<file path="src/rtl/turn_sequencer.sv">
// Player/enemy turn controller feeding the enemy renderer, with a frame watchdog on the enemy turn.
// Optional TURN_TIMER_EN: the player turn auto-commits after PLAYER_FRAMES frames.
module turn_sequencer #(
  parameter int MAX_TURNS      = 10,
  parameter int TIMEOUT_FRAMES = 120
`ifdef TURN_TIMER_EN
  , parameter int PLAYER_FRAMES = 300
`endif
) (
  input  logic       clk,
  input  logic       rst,
  input  logic       start_btn_in,
  input  logic       rotate_btn_in,
  input  logic       commit_btn_in,
  input  logic       new_frame_in,
  input  logic       enemy_busy_in,
  input  logic       enemy_finished_in,
  output logic [3:0] state_out,
  output logic [3:0] turn_out,
  output logic [1:0] rotate_out,
  output logic       start_out,
  output logic       game_over_out,
  output logic       timeout_out
);

  typedef enum logic [3:0] {
    S_IDLE      = 4'd0,
    S_PLAYER    = 4'd1,
    S_EN_START  = 4'd2,
    S_EN_WAIT   = 4'd3,
    S_RESOLVE   = 4'd4,
    S_GAME_OVER = 4'd5
  } state_t;

  localparam logic [3:0] LAST_TURN = 4'(MAX_TURNS - 1);
  localparam logic [8:0] TO_LIM    = 9'(TIMEOUT_FRAMES);
`ifdef TURN_TIMER_EN
  localparam logic [8:0] PL_LIM    = 9'(PLAYER_FRAMES);
`endif

  state_t     state, nxt;
  logic [3:0] turn_q, turn_n;
  logic [1:0] rot_q, rot_n;
  logic       start_q, start_n;
  logic       go_q, go_n;
  logic       to_q, to_n;
  logic [8:0] cnt_q, cnt_n, cnt_inc;
  logic       commit;

  always_ff @(posedge clk or negedge rst) begin
    if (!rst) begin
      state   <= S_IDLE;
      turn_q  <= '0;
      rot_q   <= '0;
      start_q <= 1'b0;
      go_q    <= 1'b0;
      to_q    <= 1'b0;
      cnt_q   <= '0;
    end else begin
      state   <= nxt;
      turn_q  <= turn_n;
      rot_q   <= rot_n;
      start_q <= start_n;
      go_q    <= go_n;
      to_q    <= to_n;
      cnt_q   <= cnt_n;
    end
  end

  always_comb begin
    nxt     = state;
    turn_n  = turn_q;
    rot_n   = rot_q;
    start_n = 1'b0;
    go_n    = 1'b0;
    to_n    = to_q;
    cnt_n   = cnt_q;
    commit  = commit_btn_in;
    // Saturating frame count shared by the watchdog and the optional player timer.
    cnt_inc = (cnt_q == 9'h1FF) ? cnt_q : cnt_q + 9'd1;
    case (state)
      S_IDLE: begin
        if (start_btn_in) begin
          nxt   = S_PLAYER;
          cnt_n = '0;
        end
      end
      S_PLAYER: begin
        if (rotate_btn_in) rot_n = rot_q + 2'd1;
`ifdef TURN_TIMER_EN
        if (new_frame_in) begin
          cnt_n = cnt_inc;
          if (cnt_inc >= PL_LIM) commit = 1'b1;
        end
`endif
        if (commit) nxt = S_EN_START;
      end
      S_EN_START: begin
        if (!enemy_busy_in) begin
          start_n = 1'b1;
          cnt_n   = '0;
          nxt     = S_EN_WAIT;
        end
      end
      S_EN_WAIT: begin
        // A finish on the timeout frame wins and leaves the sticky flag untouched.
        if (enemy_finished_in) begin
          nxt = S_RESOLVE;
        end else if (new_frame_in) begin
          cnt_n = cnt_inc;
          if (cnt_inc >= TO_LIM) begin
            to_n = 1'b1;
            nxt  = S_RESOLVE;
          end
        end
      end
      S_RESOLVE: begin
        if (turn_q == LAST_TURN) begin
          go_n = 1'b1;
          nxt  = S_GAME_OVER;
        end else begin
          turn_n = turn_q + 4'd1;
          cnt_n  = '0;
          nxt    = S_PLAYER;
        end
      end
      S_GAME_OVER: begin
        go_n = 1'b1;
        if (start_btn_in) begin
          go_n   = 1'b0;
          turn_n = '0;
          rot_n  = '0;
          to_n   = 1'b0;
          cnt_n  = '0;
          nxt    = S_PLAYER;
        end
      end
      default: nxt = S_IDLE;
    endcase
  end

  assign state_out     = state;
  assign turn_out      = turn_q;
  assign rotate_out    = rot_q;
  assign start_out     = start_q;
  assign game_over_out = go_q;
  assign timeout_out   = to_q;

endmodule

</file>
<file path="config.mk">
export PLATFORM = sky130hd
export DESIGN_NAME = turn_sequencer
export DESIGN_NICKNAME = d
export VERILOG_FILES = /design/src/rtl/turn_sequencer.sv
export SDC_FILE = /design/constraint.sdc
export NUM_CORES = 1
export LEC_CHECK = 0
export BUFFER_PORTS_ARGS = -buffer_cell sky130_fd_sc_hd__buf_2
export CAP_MARGIN = 20
export CORE_MARGIN = 5
export CORE_UTILIZATION = 25
export CTS_CLUSTER_SIZE = 25
export DETAILED_ROUTE_END_ITERATION = 8
export GPL_ROUTABILITY_DRIVEN = 0
export PLACE_DENSITY_LB_ADDON = 0.05
export SLEW_MARGIN = 20
export SYNTH_ARGS = -nofsm -noshare
export SYNTH_HDL_FRONTEND = slang
export SYNTH_SLANG_ARGS = --single-unit
</file>
<file path="constraint.sdc">
create_clock -name clk -period 3.8 [get_ports clk]
set_input_delay 0.76 -clock clk [delete_from_list [all_inputs] [get_ports clk]]
set_output_delay 0.76 -clock clk [all_outputs]
set_load 0.01 [all_outputs]
</file>
==> summary.txt, run 1 <==
Global route
  – Global-route wire length before repair: between 5000 and 6000 um
  – Overall track demand over capacity in global routing: around 10%
  – Antenna violations before repair: 0
  – Number of global-route vias before repair: 1,158
  – Largest net degree at the start of global routing: 22
  – Gr ovfl total: 0

CTS
  – Total clock buffers created by CTS: 3
  – Count of hold-fix buffers inserted at cts: 0
  – Clock Tree Buf Depth: 2
  – Number of clock sinks: 21
  – CTS Root Cell: sky130_fd_sc_hd__clkbuf_8
  – H-tree lvl count: 1
  – Post-CTS Setup Bufs: 0
  – Cells resized by post-CTS repair: 0
  – Clock network latency to the later pin of the worst-skew pair: 270 ps
  – Clock Pin Slew Worst Setup and Hold Paths: roughly 90 ps
  – CTS tree: done

Route
  – Detailed-router iteration count before antenna repair: 4
  – Routed WL per cell: 14.5 um
  – Antenna Nets Post-Route: 0
  – DRC Markers: 0
  – Initial drt markers: between 80 and 90
  – Wirelength, routed: 3370 um
  – Vias: roughly 1,200
  – Post-DR vias/cell: approximately 5

Synthesis
  – Top cell type's share of synthesized area: a little under two fifths
  – Net count after synthesis: roughly 160
  – Number of instances in the synthesized netlist: between 100 and 150
  – Count of flip-flops with a built-in enable after synthesis: 0
  – Main flop type after synthesis: sky130_fd_sc_hd__dfrtp_1
  – Cell types occupying the most area after synthesis: sky130_fd_sc_hd__dfrtp_1 38%, sky130_fd_sc_hd__o21ai_0 4.4%, sky130_fd_sc_hd__a21oi_1 4.0%
  – Synthesized area: between 1000 and 1500 um^2
  – Syn. warnings: 0
  – Async set-or-reset flop fraction in the synthesized netlist: 100%
  – Area leader, netlist: sky130_fd_sc_hd__dfrtp_1
  – Seq cells post-synth: 21
  – Per-instance average area after synthesis: roughly 9.4 um^2
  – Netlist cell types: 53
  – Sequential share of the synthesized area: between 30% and 40%

Pwr
  – Static leakage: 0.000682 uW
  – Pwr per Cell Area: between 600 and 700 nW/um^2
  – Largest voltage drop on the vdd net: approximately 0.20 mV

STA
  – Worst slew margin relative to its limit: around 57%
  – Finish-stage setup viols: 0
  – Unrepaired setup endpoints after global routing: false
  – Shortest clock period the worst path allows after layout: roughly 2100 ps
  – Worst clock skew on the final layout: approximately 11 ps
  – Post-route fraction of the period consumed by the critical path: 54.9%
  – Hold WS: between 400 and 500 ps
  – Worst-Margin Slew: about 630 ps
  – Final-report hold violation count: 0
  – Max-slew violations: 0
  – Maximum achievable frequency: ~480 MHz
  – Setup TNS Final: 0 ps

Final layout
  – Proportion of layout cells with a drive suffix above 1: roughly 22%
  – Nets@finish: around 170
  – Antenna fix cells: 0
  – Core utilization of the finished layout: 28.6%
  – Signed area change from the synthesized netlist to the final layout: 12.6%

Place
  – # port buffers: 19
  – Post-detailed-placement half-perimeter wirelength: approximately 2400 um

Flow run
  – Count of max-cap constraint violations: 0

Floorplan
  – Standard-cell row count: 27
  – Die area: slightly above 7000 um^2
  – Die outline height: approximately 84 um
  – Ports: 21
  – Core Box Area: between 5000 and 6000 um^2
  – Die span in x: around 84 um
  – Initial Util: 25.4%

Worst setup path
  – Maximum fanout encountered on the critical timing path: 10
  – Crit end category: flop
  – Worst setup path category: flop to flop
  – Req. time, crit path: roughly 4000 ps
  – Startpoint type of the worst setup path: flop
  – Critical Path AT: around 2300 ps

Worst hold path
  – Hold crit path type: primary input to asynchronous set/reset pin

Status
  – Run status: finished, final reports clean
logic make-up (layout without fill, tap and decap cells):
family	count (synthesis)	in the layout	synth area share (%)
and+or+nand+nor	52	52	25.7
AOI/OAI and AO/OA	49	49	23.5
DFF	21	21	38.3
buffers and inverters	16	31	6.48
adders and majority gates	3	3	2.74
xor gates and xnor gates	2	2	1.28
muxes	2	2	1.64
other	1	1	0.273
worst max-delay path, cell delays in order (launching register included):
cell	delay, ps
sky130_fd_sc_hd__dfrtp_1	450
sky130_fd_sc_hd__ha_1	300
sky130_fd_sc_hd__and3_1	280
sky130_fd_sc_hd__nand4_1	460
sky130_fd_sc_hd__a31o_2	410
sky130_fd_sc_hd__a21oi_1	130
power by group:
part	switching, uW	internal, uW
Sequential	103	285
Combinational	238	194
Clock	78.0	73.1
Total	419	552
through the flow:
| stage | setup slack (ps) | cell area, um^2 | std cells | power, uW |
|---|---|---|---|---|
| finish | 1710 | 1540 | 233 | 971 |
| global route | 1470 | 1540 | 233 | 1060 |
| CTS | 1700 | 1540 | 233 | 995 |
| detailed placement | 1630 | 1500 | 229 | 836 |
| global placement | 1690 | 1500 | 229 | 833 |
| floorplan | 1800 | 1370 | 146 | 716 |
final cells by class:
class                      instances  area (um^2)
inverter                           8         30.0
fill                             594         3860
multi-input combinational        109          757
clock buffer                       3         41.3
timing repair buffer              19         95.1
sequential                        21          526
tap                               72         90.1
clock inverter                     1         5.00
per-layer routing:
layer  track usage, %  up-vias  wire, um
li1                 -      569         -
met3             3.06        4       159
met1             13.5      561      1590
met5                0        -         0
met2             15.9       22      1570
met4             3.65        0        45
worst paths after layout:
path,from,endpoint,slack [ps],depth (start not counted)
worst min register to register,rotate_out[1]$_DFFE_PN0P_,rotate_out[1]$_DFFE_PN0P_,490,1
max in group asynchronous,rst,cnt_q[8]$_DFFE_PN0P_,2980,1
min in group clk,rotate_out[1]$_DFFE_PN0P_,rotate_out[1]$_DFFE_PN0P_,490,1
worst max register to register,cnt_q[0]$_DFFE_PN0P_,cnt_q[7]$_DFFE_PN0P_,1710,5
worst max-delay path,cnt_q[0]$_DFFE_PN0P_,cnt_q[7]$_DFFE_PN0P_,1710,5
worst min-delay path,rst,cnt_q[1]$_DFFE_PN0P_,460,1
cell usage in the layout, fill, tap and decap left out, types with 2 or more instances in the layout:
master and count:
sky130_fd_sc_hd__a22o_1 2, sky130_fd_sc_hd__a22oi_1 2, sky130_fd_sc_hd__mux2_2 2, sky130_fd_sc_hd__clkbuf_8 3, sky130_fd_sc_hd__ha_1 3, sky130_fd_sc_hd__nand2b_1 3
sky130_fd_sc_hd__nor4b_1 2, sky130_fd_sc_hd__nand2_1 5, sky130_fd_sc_hd__nor2_1 14, sky130_fd_sc_hd__o21ai_0 12, sky130_fd_sc_hd__xor2_1 2, sky130_fd_sc_hd__a211oi_1 4
sky130_fd_sc_hd__o22a_1 2, sky130_fd_sc_hd__o21ai_1 2, sky130_fd_sc_hd__nand3b_1 2, sky130_fd_sc_hd__buf_2 19, sky130_fd_sc_hd__a31oi_1 2, sky130_fd_sc_hd__dfrtp_1 21
sky130_fd_sc_hd__and2_1 4, sky130_fd_sc_hd__a21oi_1 11, sky130_fd_sc_hd__nand3_1 2, sky130_fd_sc_hd__and3_1 3, sky130_fd_sc_hd__inv_1 8, sky130_fd_sc_hd__nand4_1 3
sky130_fd_sc_hd__and3b_1 2
cells in the mapped netlist, drive strengths merged, types with 3 or more instances:
cell,instances
nand3b,3
o21ai,14
clkbuf,3
nand4,3
buf,5
inv,8
and3,4
nand2,5
nor2,14
a211oi,4
nand2b,3
ha,3
and2,4
a21oi,11
dfrtp,21
registers in the layout, indices dropped and copies added, names as in the netlist:
signal         count
state_out          3
start_out          1
rotate_out         2
timeout_out        1
cnt_q              9
turn_out           4
game_over_out      1
Note: power is estimated with default switching activity, not from simulation.
==> run 2, diff against run 1 <==
--- a/config.mk
+++ b/config.mk
@@ -5,6 +5,7 @@
 export SDC_FILE = /design/constraint.sdc
 export NUM_CORES = 1
 export LEC_CHECK = 0
+export ABC_AREA = 1
 export BUFFER_PORTS_ARGS = -buffer_cell sky130_fd_sc_hd__buf_2
 export CAP_MARGIN = 20
 export CORE_MARGIN = 5
==> constraint.sdc (replaced) <==
create_clock -name clk -period 1.8 [get_ports clk]
set_input_delay 0.36 -clock clk [delete_from_list [all_inputs] [get_ports clk]]
set_output_delay 0.36 -clock clk [all_outputs]
set_load 0.01 [all_outputs]
==> run 2 against run 1 <==
  * Combinational power grew 150%
  * Maximum frequency grew 26%
  * Critical path type unchanged
  * Largest cell class unchanged
  * Total power up 120%
==> summary.txt, run 2 <==
Global route
  – Antenna violations before repair: 0 (unchanged)
  – Number of global-route vias before repair: 1,324 (+14%)
  – Largest net degree at the start of global routing: 22 (unchanged)
  – Gr ovfl total: 0 (unchanged)
  – Overall track demand over capacity in global routing: 10.0% (-0.26 points)
  – Global-route wire length before repair: 5870 um (-0.69%)

Route
  – Wirelength, routed: 3260 um (-3.2%)
  – DRC Markers: 0 (unchanged)
  – Post-DR vias/cell: 4.34 (-12%)
  – Initial drt markers: 32 (-63%)
  – Antenna Nets Post-Route: 0 (unchanged)
  – Vias: 1,203 (+4.1%)
  – Sum of met2 wire segment lengths after detailed routing: 1600 um (+1.7%)
  – Met1 layer wirelength in the final routing: 1490 um (-6.3%)
  – Highest routing layer actually used: met4
  – Routed WL per cell: 11.8 um (-19%)
  – WL met3: 137 um (-14%)
  – Detailed-router iteration count before antenna repair: 4 (unchanged)

Synthesis
  – Mux cell area share after synthesis: 0% (-1.6 points)
  – Area leader, netlist: sky130_fd_sc_hd__dfrtp_1
  – Net count after synthesis: 189 (+20%)
  – Count of flip-flops with a built-in enable after synthesis: 0 (unchanged)
  – Synthesized-area fraction occupied by ao, oa, aoi and oai cells: 16.0% (-7.5 points)
  – Netlist cell types: 31 (-42%)
  – Syn. warnings: 0 (unchanged)
  – Main flop type after synthesis: sky130_fd_sc_hd__dfrtp_1
  – Top cell type's share of synthesized area: 38.1% (-0.24 points)
  – Post-synthesis share of cell area spent on and, or, nand and nor gates: 31.5% (+5.7 points)
  – Dominant combinational cell family by area after synthesis: simple AND/OR/NAND/NOR gates
  – Cell types occupying the most area after synthesis: sky130_fd_sc_hd__dfrtp_1 38%, sky130_fd_sc_hd__nand2_1 13%, sky130_fd_sc_hd__inv_1 6.3%
  – Parity-gate share of the synthesized area counting xor and xnor cells: 1.27% (-0.0081 points)
  – Per-instance average area after synthesis: 7.75 um^2 (-17%)
  – Sequential share of the synthesized area: 38.1% (-0.24 points)
  – Arithmetic-cell share of the synthesized area counting full adders, half adders and majority gates: 2.72% (-0.017 points)
  – Cell with the most instances after synthesis: sky130_fd_sc_hd__nand2_1
  – Top cells by count, synth: 46 x sky130_fd_sc_hd__nand2_1, 23 x sky130_fd_sc_hd__inv_1, 21 x sky130_fd_sc_hd__dfrtp_1
  – Seq cells post-synth: 21 (unchanged)
  – Synthesized area: 1380 um^2 (+0.64%)
  – Number of instances in the synthesized netlist: 178 (+22%)
  – Async set-or-reset flop fraction in the synthesized netlist: 100% (unchanged)

Worst setup path
  – Number of cell instances on the worst register-to-register path: 12 (+7)
  – End of the worst register-to-register path: state_out[0]$_DFFE_PN0P_
  – Worst r2r src: cnt_q[0]$_DFFE_PN0P_
  – Startpoint type of the worst setup path: flop
  – Critical Path AT: 1860 ps (-420 ps)
  – Crit end category: flop
  – Worst setup path category: flop to flop
  – Maximum fanout encountered on the critical timing path: 5 (-5)
  – Worst-case register-to-register setup slack: 140 ps (-1570 ps)
  – Req. time, crit path: 2010 ps (-1990 ps)

Pwr
  – Net Sw Power: 990 uW (+140%)
  – Pwr per Cell Area: 1290 nW/um^2 (+100%)
  – Sequential share of power: 34.1% (-5.9 points)
  – Clock power frac: 15.4% (-0.2 points)
  – Part of the power in combinational logic: 50.5% (+6.1 points)
  – Switching Fraction: 46.9% (+3.7 points)
  – Largest voltage drop on the vdd net: 0.539 mV (+170%)
  – Internal: 1120 uW (+100%)
  – Static leakage: 0.000839 uW (+23%)

Final layout
  – Largest register FFs: 9 (unchanged)
  – Number of cells in the finished layout apart from fillers: 277 (+19%)
  – Leading cell type in the layout, fill and taps excluded: sky130_fd_sc_hd__nand2_1
  – Proportion of layout cells with a drive suffix above 1: 29.8% (+7.4 points)
  – Multi-input gate area: 724 um^2 (-4.3%)
  – Antenna fix cells: 0 (unchanged)
  – Register name with the most flops: cnt_q
  – Filler cell count: 607 (+2.2%)
  – Signed area change from the synthesized netlist to the final layout: 18.9%
  – Nets@finish: 217 (+25%)
  – FF+latch area: 526 um^2 (unchanged)
  – Most frequent cells in the layout: 46 x sky130_fd_sc_hd__nand2_1, 23 x sky130_fd_sc_hd__inv_1, 21 x sky130_fd_sc_hd__dfrtp_1, 19 x sky130_fd_sc_hd__buf_2, 13 x sky130_fd_sc_hd__nand3_1

STA
  – Unrepaired setup endpoints after global routing: false
  – Worst slew margin relative to its limit: 66.0% (+8.8 points)
  – Finish-stage setup viols: 0 (unchanged)
  – Final-report hold violation count: 0 (unchanged)
  – Post-route fraction of the period consumed by the critical path: 92.1% (+37 points)
  – Worst-Margin Slew: 509 ps (-123 ps)
  – Shortest clock period the worst path allows after layout: 1660 ps (-427 ps)
  – Worst clock skew on the final layout: 1.32 ps (-9.78 ps)
  – Maximum achievable frequency: 603 MHz (+26%)
  – Setup TNS Final: 0 ps (unchanged)
  – Max-slew violations: 0 (unchanged)

CTS
  – Clock Tree Buf Depth: 2 (unchanged)
  – Total clock buffers created by CTS: 3 (unchanged)
  – Clock network latency to the later pin of the worst-skew pair: 260 ps (about the same)
  – Number of clock sinks: 21 (unchanged)
  – Clock Pin Slew Worst Setup and Hold Paths: 80 ps (about the same)
  – Count of hold-fix buffers inserted at cts: 0 (unchanged)
  – CTS tree: done
  – CTS Root Cell: sky130_fd_sc_hd__clkbuf_8
  – H-tree lvl count: 1 (unchanged)

Floorplan
  – Die span in x: 84.3 um (+0.29%)
  – Core Box Area: 5440 um^2 (+0.63%)
  – Die area: 7110 um^2 (+0.57%)
  – Initial Util: 25.4% (about the same)
  – Die outline height: 84.3 um (+0.29%)
  – Ports: 21 (unchanged)
  – Standard-cell row count: 27 (unchanged)

Status
  – Run status: finished, final reports clean

Worst hold path
  – Hold crit path type: primary input to asynchronous set/reset pin

Place
  – Post-detailed-placement half-perimeter wirelength: 2610 um (+6.7%)
  – # port buffers: 19 (unchanged)
  – Number of instances in the placed design: 271 (+18%)

Flow run
  – Count of max-cap constraint violations: 0 (unchanged)
==> run 2: cell types whose count changed in the layout (fill, tap and decap cells not counted), moves of 6 or more <==
cell / change
sky130_fd_sc_hd__nand2_1: +41
sky130_fd_sc_hd__inv_1: +15
sky130_fd_sc_hd__nand3_1: +11
sky130_fd_sc_hd__o21ai_2: +9
sky130_fd_sc_hd__a21oi_1: -8
sky130_fd_sc_hd__buf_4: +6
sky130_fd_sc_hd__inv_2: +6
==> run 2: worst max-delay path by stage <==
| stage | from | end | slack (ps) | cells past startpoint |
|---|---|---|---|---|
| after detailed placement | turn_out[1]$_DFFE_PN0P_ | cnt_q[0]$_DFFE_PN0P_ | 60 | 9 |
| final | cnt_q[0]$_DFFE_PN0P_ | state_out[0]$_DFFE_PN0P_ | 140 | 12 |
| after global placement | turn_out[0]$_DFFE_PN0P_ | cnt_q[0]$_DFFE_PN0P_ | 70 | 8 |
| after global routing | cnt_q[1]$_DFFE_PN0P_ | state_out[0]$_DFFE_PN0P_ | 10 | 11 |
| after CTS | turn_out[1]$_DFFE_PN0P_ | cnt_q[0]$_DFFE_PN0P_ | 50 | 9 |
| after floorplan | cnt_q[0]$_DFFE_PN0P_ | state_out[0]$_DFFE_PN0P_ | 270 | 12 |
==> run 2: cell type report <==
cell class              count  area share, %
repair buffers             25           8.54
flip-flops and latches     21           32.0
clock buffers               4           2.75
multi-input cells         125           44.2
inverters                  30           7.02
well taps                  72           5.49
==> run 2: critical path, cell delays in order, from the launching register on <==
cell and delay [ps]:
sky130_fd_sc_hd__dfrtp_1 390, sky130_fd_sc_hd__ha_1 230, sky130_fd_sc_hd__nand2_2 120, sky130_fd_sc_hd__nor2_4 40, sky130_fd_sc_hd__nand2_1 100, sky130_fd_sc_hd__nor2_4 60, sky130_fd_sc_hd__inv_2 90, sky130_fd_sc_hd__nand3_2 100
sky130_fd_sc_hd__nor2_4 120, sky130_fd_sc_hd__nand3_2 120, sky130_fd_sc_hd__nand2_1 100, sky130_fd_sc_hd__nand2_1 50, sky130_fd_sc_hd__nand2_1 60
==> run 2: per-stage QoR <==
step / power (uW) / area (um^2) / setup slack, ps / hold slack [ps] / utilization (%)
floorplan: 1560 / 1380 / 272 / 64.4 / -
global route: 2310 / 1640 / 11.9 / 101 / 30.2
finish: 2110 / 1640 / 142 / 57.4 / 30.2
global placement: 1800 / 1570 / 73.5 / 370 / 28.8
detailed placement: 1790 / 1570 / 57.2 / 366 / 28.8
CTS: 2120 / 1610 / 48.9 / 76.0 / 29.7
==> run 2: logic make-up (layout without fill, tap and decap cells) <==
logic type	Yosys count	count (layout)
compound gates	30	30
buf+inv	32	59
other cells	1	1
simple gates	89	89
fa+ha+maj	3	3
xor+xnor	2	2
flops	21	21
==> run 2: per-layer routing <==
metal	up-vias	track usage (%)
li1	624	-
met1	558	12.1
met2	17	17.4
met3	4	2.55
met4	0	3.07
met5	-	0
==> run 2: power groups by stage <==
stage               clock network [uW]  registers (uW)  logic [uW]
floorplan                            0             770         786
global placement                     0             734        1060
detailed placement                   0             732        1060
CTS                                338             723        1060
global route                       362             744        1210
finish                             325             721        1070
==> run 2: timing repair <==
action,in CTS,in global routing
buffers inserted,0,2
resized for setup,0,5
endpoints found under the setup margin,0,6
endpoints found under the hold margin,0,0
==> run 3, diff against run 2 <==
--- a/config.mk
+++ b/config.mk
@@ -13,8 +13,8 @@
 export CTS_CLUSTER_SIZE = 25
 export DETAILED_ROUTE_END_ITERATION = 8
 export GPL_ROUTABILITY_DRIVEN = 0
-export PLACE_DENSITY_LB_ADDON = 0.05
-export SLEW_MARGIN = 20
+export PLACE_DENSITY = 0.45
+export SLEW_MARGIN = 30
 export SYNTH_ARGS = -nofsm -noshare
 export SYNTH_HDL_FRONTEND = slang
 export SYNTH_SLANG_ARGS = --single-unit
==> run 3 against run 2 <==
  * Critical path depth down 1
  * Flip-flop and latch count unchanged
  * Non-clock buffer count unchanged
  * Count of clock-buffer cells in the layout down 1
  * Core utilization up 0.51 points
  * Global-route usage down 0.78 points
  * Wire length down 5.5%
  * Design area up 1.7%
  * Sequential share of layout area down 0.53 points
  * Largest power group unchanged
==> summary.txt, run 3 (synthesis results as in run 2) <==
Status
  – Run status: finished, final reports clean

CTS
  – H-tree lvl count: 1 (unchanged)
  – CTS tree: done
  – Clock network latency to the later pin of the worst-skew pair: 260 ps (about the same)
  – Clock Tree Buf Depth: 2 (unchanged)
  – Clock Pin Slew Worst Setup and Hold Paths: 80 ps (about the same)
  – Count of hold-fix buffers inserted at cts: 0 (unchanged)
  – Total clock buffers created by CTS: 3 (unchanged)
  – CTS Root Cell: sky130_fd_sc_hd__clkbuf_8
  – Number of clock sinks: 21 (unchanged)

Place
  – Post-detailed-placement half-perimeter wirelength: 2490 um (-4.6%)
  – # port buffers: 19 (unchanged)
  – Cell Area, Placed: 1570 um^2 (unchanged)

Pwr
  – Sequential share of power: 33.2% (-0.9 points)
  – Pwr per Cell Area: 1300 nW/um^2 (+0.65%)
  – Switching Fraction: 45.4% (-1.4 points)
  – Internal: 1180 uW (+5.1%)
  – Net Sw Power: 981 uW (-0.82%)
  – Part of the power in combinational logic: 52.1% (+1.6 points)
  – Clock power frac: 14.7% (-0.7 points)
  – Largest voltage drop on the vdd net: 0.429 mV (-20%)
  – Static leakage: 0.000860 uW (+2.5%)

Final layout
  – Proportion of layout cells with a drive suffix above 1: 32.2% (+2.4 points)
  – Core utilization of the finished layout: 30.7% (+0.51 points)
  – Filler cell count: 581 (-4.3%)
  – Antenna fix cells: 0 (unchanged)
  – Leading cell type in the layout, fill and taps excluded: sky130_fd_sc_hd__nand2_1
  – Most frequent cells in the layout: 44 x sky130_fd_sc_hd__nand2_1, 23 x sky130_fd_sc_hd__inv_1, 21 x sky130_fd_sc_hd__dfrtp_1, 19 x sky130_fd_sc_hd__buf_2, 13 x sky130_fd_sc_hd__nand3_1
  – Largest register FFs: 9 (unchanged)
  – Final cell area excluding filler cells: 1670 um^2 (+1.7%)
  – Register name with the most flops: cnt_q
  – Signed area change from the synthesized netlist to the final layout: 20.9%
  – Nets@finish: 217 (unchanged)

Floorplan
  – Die outline height: 84.3 um (unchanged)
  – Die span in x: 84.3 um (unchanged)
  – Die area: 7110 um^2 (unchanged)
  – Initial Util: 25.4% (unchanged)
  – Ports: 21 (unchanged)
  – Core Box Area: 5440 um^2 (unchanged)
  – Standard-cell row count: 27 (unchanged)

STA
  – Worst clock skew on the final layout: 5.16 ps (+3.84 ps)
  – Shortest clock period the worst path allows after layout: 1630 ps (-24.2 ps)
  – Setup TNS Final: 0 ps (unchanged)
  – Final-report hold violation count: 0 (unchanged)
  – Maximum achievable frequency: 612 MHz (+1.5%)
  – Unrepaired setup endpoints after global routing: false
  – Post-route fraction of the period consumed by the critical path: 90.8% (-1.3 points)
  – Max-slew violations: 0 (unchanged)
  – Finish-stage setup viols: 0 (unchanged)

Global route
  – Global-route wire length before repair: 5380 um (-8.4%)
  – Antenna violations before repair: 0 (unchanged)
  – Largest net degree at the start of global routing: 22 (unchanged)
  – Gr ovfl total: 0 (unchanged)
  – Overall track demand over capacity in global routing: 9.23% (-0.78 points)
  – Number of global-route vias before repair: 1,178 (-11%)

Route
  – Wirelength, routed: 3080 um (-5.5%)
  – Routed WL per cell: 11.1 um (-5.5%)
  – Initial drt markers: 78 (+140%)
  – Vias: 1,204 (+0.083%)
  – Antenna Nets Post-Route: 0 (unchanged)
  – Post-DR vias/cell: 4.35 (about the same)
  – DRC Markers: 0 (unchanged)
  – Detailed-router iteration count before antenna repair: 4 (unchanged)

Worst setup path
  – Req. time, crit path: 1960 ps (-50 ps)
  – Number of cell instances on the worst register-to-register path: 11 (-1)
  – Crit end category: flop
  – Worst setup path category: flop to flop
  – Worst-case register-to-register setup slack: 170 ps (+20 ps)
  – Critical Path AT: 1790 ps (-70 ps)
  – End of the worst register-to-register path: state_out[1]$_DFFE_PN0P_
  – Capture point of the critical path: state_out[1]$_DFFE_PN0P_
  – Worst r2r src: cnt_q[1]$_DFFE_PN0P_
  – Worst setup path startpoint: cnt_q[1]$_DFFE_PN0P_
  – Maximum fanout encountered on the critical timing path: 4 (-1)
  – Startpoint type of the worst setup path: flop

Flow run
  – Count of max-cap constraint violations: 0 (unchanged)

Worst hold path
  – Hold crit path type: primary input to asynchronous set/reset pin
[run 3: layout make-up]
cell class,count,area (um^2),area share [%]
multi-input combinational,125,751,45.0
sequential,21,526,31.5
timing repair buffer,25,140,8.40
inverter,30,115,6.90
tap,72,90.1,5.40
clock buffer,3,41.3,2.48
clock inverter,1,5.00,0.300
[run 3: timing repair]
item                       CTS  global route
setup buffers                0             2
setup endpoints to repair    0             4
resized for setup            0             8
[run 3: metal layers]
| metal | up-vias | routed length (um) | track usage [%] |
|---|---|---|---|
| li1 | 629 | - | - |
| met2 | 16 | 1400 | 14.7 |
| met1 | 557 | 1560 | 12.3 |
| met5 | - | 0 | 0 |
| met3 | 2 | 87 | 1.86 |
| met4 | 0 | 35 | 3.51 |
[run 3: worst min-delay path by stage]
stage               slack [ps]  cells past startpoint                        to  start
floorplan                   60                      0      cnt_q[0]$_DFFE_PN0P_    rst
global placement           370                      1      cnt_q[1]$_DFFE_PN0P_    rst
detailed placement         360                      1      cnt_q[1]$_DFFE_PN0P_    rst
CTS                         70                      1  state_out[1]$_DFFE_PN0P_    rst
global route               100                      1   game_over_out$_DFF_PN0_    rst
finish                      50                      1      cnt_q[1]$_DFFE_PN0P_    rst
[run 3: stage by stage]
stage	setup WS, ps	total power, uW	hold slack [ps]	instances
CTS	87.0	2180	72.5	275
floorplan	272	1560	64.4	178
global route	3.04	2380	98.8	277
global placement	163	1870	366	271
finish	166	2160	52.2	277
detailed placement	106	1860	364	271
[run 3: power by group through the flow]
stage | Sequential, uW | Clock [uW] | Combinational, uW
2_1_floorplan | 770 | 0 | 786
3_3_place_gp | 729 | 0 | 1140
3_5_place_dp | 730 | 0 | 1130
4_1_cts | 721 | 337 | 1130
5_1_grt | 745 | 356 | 1280
6_report | 718 | 318 | 1130
[run 3: worst max-delay path, stage by stage, from the launching register on]
cell                       delay [ps]
sky130_fd_sc_hd__dfrtp_1          390
sky130_fd_sc_hd__ha_2             220
sky130_fd_sc_hd__nand2_4           70
sky130_fd_sc_hd__nor2_4           140
sky130_fd_sc_hd__nand2_2           80
sky130_fd_sc_hd__nor2_4           180
sky130_fd_sc_hd__o21bai_4         150
sky130_fd_sc_hd__nand2_2           80
sky130_fd_sc_hd__nand3_4           80
sky130_fd_sc_hd__nand2_2           50
sky130_fd_sc_hd__nand2_1           60
sky130_fd_sc_hd__nand2_1           50
